==> src/rtl/text_console_ctrl.sv <==
// Write-side terminal controller for the text-mode character RAM.
// Turns a byte stream into cell writes, cursor moves and screen/line clears.
module text_console_ctrl #(
    parameter int unsigned COLS       = 20,
    parameter int unsigned ROWS       = 4,
    parameter int unsigned ADDR_WIDTH = 7,
    parameter logic [7:0]  BLANK      = 8'h20
) (
    input  logic                      px_clk,
    input  logic                      resetn,
    input  logic [7:0]                in_data,
    input  logic                      in_valid,
    output logic                      in_ready,
    output logic [ADDR_WIDTH-1:0]     waddr,
    output logic [7:0]                wdata,
    output logic                      write_en,
    output logic [$clog2(COLS)-1:0]   cur_col,
    output logic [$clog2(ROWS)-1:0]   cur_row,
    output logic                      busy
);

    localparam int unsigned ColW = $clog2(COLS);
    localparam int unsigned RowW = $clog2(ROWS);

    localparam logic [ADDR_WIDTH-1:0] LastCell    = ADDR_WIDTH'(COLS * ROWS - 1);
    localparam logic [ADDR_WIDTH-1:0] LastLineOfs = ADDR_WIDTH'(COLS - 1);
    localparam logic [ColW-1:0]       LastCol     = ColW'(COLS - 1);
    localparam logic [RowW-1:0]       LastRow     = RowW'(ROWS - 1);

    typedef enum logic [1:0] {StClrScreen, StClrLine, StIdle} state_e;

    state_e                state_q;
    logic [ADDR_WIDTH-1:0] clr_cnt_q;
    logic [ADDR_WIDTH-1:0] row_base;
    logic [ADDR_WIDTH-1:0] cell_addr;
    logic [RowW-1:0]       next_row;
    logic                  accept;
    logic                  printable;

    assign row_base  = ADDR_WIDTH'(cur_row) * ADDR_WIDTH'(COLS);
    assign cell_addr = row_base + ADDR_WIDTH'(cur_col);
    assign next_row  = (cur_row == LastRow) ? '0 : cur_row + RowW'(1);
    assign in_ready  = (state_q == StIdle);
    assign busy      = ~in_ready;
    assign accept    = in_valid && in_ready;
    assign printable = (in_data >= 8'h20) && (in_data <= 8'h7E);

    always_ff @(posedge px_clk or negedge resetn) begin
        if (!resetn) begin
            state_q   <= StClrScreen;
            clr_cnt_q <= '0;
            write_en  <= 1'b0;
            waddr     <= '0;
            wdata     <= '0;
            cur_col   <= '0;
            cur_row   <= '0;
        end else begin
            write_en <= 1'b0;
            case (state_q)
                StClrScreen: begin
                    write_en <= 1'b1;
                    waddr    <= clr_cnt_q;
                    wdata    <= BLANK;
                    if (clr_cnt_q == LastCell) begin
                        clr_cnt_q <= '0;
                        cur_col   <= '0;
                        cur_row   <= '0;
                        state_q   <= StIdle;
                    end else begin
                        clr_cnt_q <= clr_cnt_q + ADDR_WIDTH'(1);
                    end
                end
                StClrLine: begin
                    write_en <= 1'b1;
                    waddr    <= row_base + clr_cnt_q;
                    wdata    <= BLANK;
                    if (clr_cnt_q == LastLineOfs) begin
                        clr_cnt_q <= '0;
                        state_q   <= StIdle;
                    end else begin
                        clr_cnt_q <= clr_cnt_q + ADDR_WIDTH'(1);
                    end
                end
                StIdle: begin
                    if (accept) begin
                        if (printable) begin
                            write_en <= 1'b1;
                            waddr    <= cell_addr;
                            wdata    <= in_data;
                            // Writing the last column wraps straight into a line advance.
                            if (cur_col == LastCol) begin
                                cur_col <= '0;
                                cur_row <= next_row;
                                state_q <= StClrLine;
                            end else begin
                                cur_col <= cur_col + ColW'(1);
                            end
                        end else begin
                            case (in_data)
                                8'h0A: begin
                                    cur_col <= '0;
                                    cur_row <= next_row;
                                    state_q <= StClrLine;
                                end
                                8'h0D: cur_col <= '0;
                                8'h08: begin
                                    if (cur_col != '0) begin
                                        cur_col <= cur_col - ColW'(1);
                                    end
                                end
                                8'h0C: state_q <= StClrScreen;
                                default: ;
                            endcase
                        end
                    end
                end
                default: state_q <= StClrScreen;
            endcase
        end
    end

endmodule

==> config.mk <==
export PLATFORM = sky130hd
export DESIGN_NAME = text_console_ctrl
export DESIGN_NICKNAME = d
export VERILOG_FILES = /design/src/rtl/text_console_ctrl.sv
export SDC_FILE = /design/constraint.sdc
export NUM_CORES = 1
export LEC_CHECK = 0
export CAP_MARGIN = 15
export CORE_AREA = 2 2 88 90
export CTS_BUF_LIST = sky130_fd_sc_hd__clkbuf_16
export DETAILED_ROUTE_END_ITERATION = 16
export DIE_AREA = 0 0 90 92
export GPL_ROUTABILITY_DRIVEN = 0
export PLACE_DENSITY_LB_ADDON = 0.05
export SETUP_SLACK_MARGIN = 0.5
export SYNTH_ARGS = -nofsm -noshare
export SYNTH_HDL_FRONTEND = slang
export SYNTH_SLANG_ARGS = --single-unit
==> constraint.sdc <==
create_clock -name px_clk -period 2.6 [get_ports px_clk]
set_clock_uncertainty 0.1 [all_clocks]
set_input_delay 0.26 -clock px_clk [delete_from_list [all_inputs] [get_ports px_clk]]
set_output_delay 0.26 -clock px_clk [all_outputs]
set_load 0.05 [all_outputs]
==> reports/results.ini <==
[timing]
finalMaxSlewViolations=0
rsz0062_at_grt=yes
period_share=0.835
relSlewSlack=0.663
period_minus_slack_ns=2.17
setup_viol=0
worstMarginPinSlew_ns=0.504
fmax_ghz=0.461
hold_slack_ns=0.294
hold_viol_final=0
setup-tns-final_ns=0

[finish]
layout_common_cells=31 x dfrtp_1, 26 x clkdlybuf4s50_1, 22 x buf_4, 18 x nor2_1, 14 x mux2i_1
fin_util=0.421
syn_to_final_growth_pct=41.8
regArea_um2=802
num-fill-cells=774
antenna_cells=0
drive_gt1_frac=0.247
layout_commonest_cell=dfrtp_1
multi_input_area_um2=1470
final_nets=316

[routing]
vias=1968
wl_per_cell_um=15.6
drt_iter0_drc=65
routed_wl_mm=6.12
vias_per_cell=5.01
route.detailed.drc=0
dr.pass1.iters=4
ant_nets=0

[critical_path]
worstSetupEndpointType=flop
worstPathRequired_ns=2.70
cp-start-kind=flop
crit_arrival_ns=2.27
path_class=flop to flop
cp_cell_sequence=inv_2, ha_4, mux2_4, ha_4, inv_2, fa_2, nor2b_1, o21a_1, o41ai_2, nand2_1, a31oi_1
critical-path-max-stage-delay_ns=0.38
crit_path_top_delay_cell=dfrtp_1
crit_path_max_fanout=5

[floorplanning]
rows=32
initial_core_util=0.297
die_y_um=92
die_area_um2=8280
dieWidth_um=90
core_area_um2=7450
io_pins=36

[cts]
holdBufCountCts=0
cts_max_level=2
cts.sinks=32
clock_path_buffers=2
cts_tree=built
insertion_delay_ns=0.28
cts-buffers-inserted=5
root_buffer=clkbuf_16
clk_pin_slew_ns=0.05

[global_route]
grt_first_pass_wirelength_mm=10.4
grt_pass1_vias=1991
grt_start_max_net_pins=33
grt_antenna_before_repair=0
grtUsageTotal=0.159
grt_overflow=0

[synthesis]
yosysSeqAreaShare=0.362
syn_inst=236
yosys-top-cells-area=dfrtp_1 36%, ha_1 7.9%, mux2i_1 6.3%
yosysWarnings=0
synth_nets=262
synth-edff-count=0
synth-main-ff-cell=dfrtp_1
synth_top_area_frac=0.362
ys_types=49
yosysTopAreaCell=dfrtp_1
netlist_area_um2=2210
async_flop_share=1.00
syn_area_per_cell_um2=9.37
ys_ff_latch=32

[flow_run]
drv_cap=0

[placed_design]
port_buffers=35
place_hpwl_mm=4.53

[hold_path]
hold_path.class=primary input to asynchronous set/reset pin

[pwr]
peakVddDrop_mv=0.387
p_leak_nw=1.40
powerDensity_nw_per_um2=1430

[outcome]
status=complete, no violations

==> cell usage after synthesis, types with 2 or more instances <==
cell / instances
nor4_4: 2
o211ai_1: 6
o41ai_1: 2
xnor2_1: 4
a32oi_1: 2
nor3_1: 3
nand3_1: 12
or3_1: 3
or2_2: 2
clkbuf_1: 8
o21a_1: 3
nor4_1: 2
o2bb2ai_1: 3
nand2b_1: 4
inv_1: 12
dfrtp_1: 32
nand2_1: 11
nor2b_1: 9
nor2_1: 19
ha_1: 14
and2_1: 2
o21ai_1: 2
buf_2: 2
nand4_1: 5
a21oi_1: 15
mux2_2: 5
a21o_1: 2
mux2i_1: 14
and3_1: 3
a22o_1: 2
o21ai_0: 13
==> layer usage <==
layer	track usage	part of all wire	vias to the layer above
li1	-	-	976
met1	0.208	0.49	965
met2	0.266	0.48	22
met3	0.0329	0.024	5
met4	0.0436	0.012	0
met5	0	0	-
==> path summary, 6_finish.rpt <==
kind,startpoint,to,slack [ns],depth (start not counted)
hold / removal,resetn,cur_col[4],0.29,2
setup / recovery,state_q[0],waddr[6],0.43,11
setup reg to reg,state_q[0],waddr[6],0.43,11
hold reg to reg,waddr[3],waddr[3],0.39,1
min in group px_clk,in_data[3],wdata[3],0.30,3
max in group asynchronous,resetn,state_q[1],1.77,2
==> worst max-delay path, delay by kind of cell, from the launching register on <==
| kind | cells | cell delay [ns] |
|---|---|---|
| AO/OA/AOI/OAI | 3 | 0.52 |
| buffers and inverters | 2 | 0.13 |
| AND/OR/NAND/NOR | 2 | 0.13 |
| flip-flops | 1 | 0.38 |
| multiplexers | 1 | 0.31 |
| adder cells (fa/ha/maj) | 3 | 0.51 |
==> layout make-up <==
type / instances / share of cell area
inverter: 12 / 0.0144
sequential: 32 / 0.256
timing repair buffer: 57 / 0.167
tap: 102 / 0.0407
clock inverter: 3 / 0.0120
multi-input combinational: 182 / 0.470
clock buffer: 5 / 0.0399
==> where the power goes <==
group / internal (W) / switching, W
Sequential: 0.000714 / 0.000224
Clock: 0.000445 / 0.000219
Combinational: 0.00118 / 0.00170
==> registers in the layout, summed over array words and instances (netlist names) <==
name       cells
wdata          8
clr_cnt_q      7
waddr          7
cur_col        5
cur_row        2
state_q        2
write_en       1
==> through the flow <==
| stage | instance area (um2) | cells | setup WS, ns | total power [W] |
|---|---|---|---|---|
| after floorplan | 2300 | 236 | 0.201 | 0.00286 |
| after global placement | 2790 | 372 | 0.172 | 0.00361 |
| after detailed placement | 2790 | 372 | 0.144 | 0.00360 |
| after CTS | 3010 | 388 | 0.418 | 0.00436 |
| after global routing | 3130 | 393 | 0.346 | 0.00483 |
| final | 3130 | 393 | 0.430 | 0.00448 |
==> cell families (layout without fill, tap and decap cells) <==
family / Yosys count / count (layout) / share of synthesized area
AND/OR/NAND/NOR: 84 / 84 / 0.224
AO/OA/AOI/OAI: 60 / 60 / 0.182
flip-flops: 32 / 32 / 0.362
buffers and inverters: 22 / 77 / 0.0385
multiplexers: 19 / 19 / 0.0888
adder cells (fa/ha/maj): 15 / 15 / 0.0883
XOR/XNOR: 4 / 4 / 0.0158
==> timing repair <==
action | in CTS | in global routing
endpoints found under the setup margin | 12 | 18
pin swaps | 6 | 11
setup buffers | 8 | 5
resized for setup | 4 | 27
Note: power is estimated with default switching activity, not from simulation.
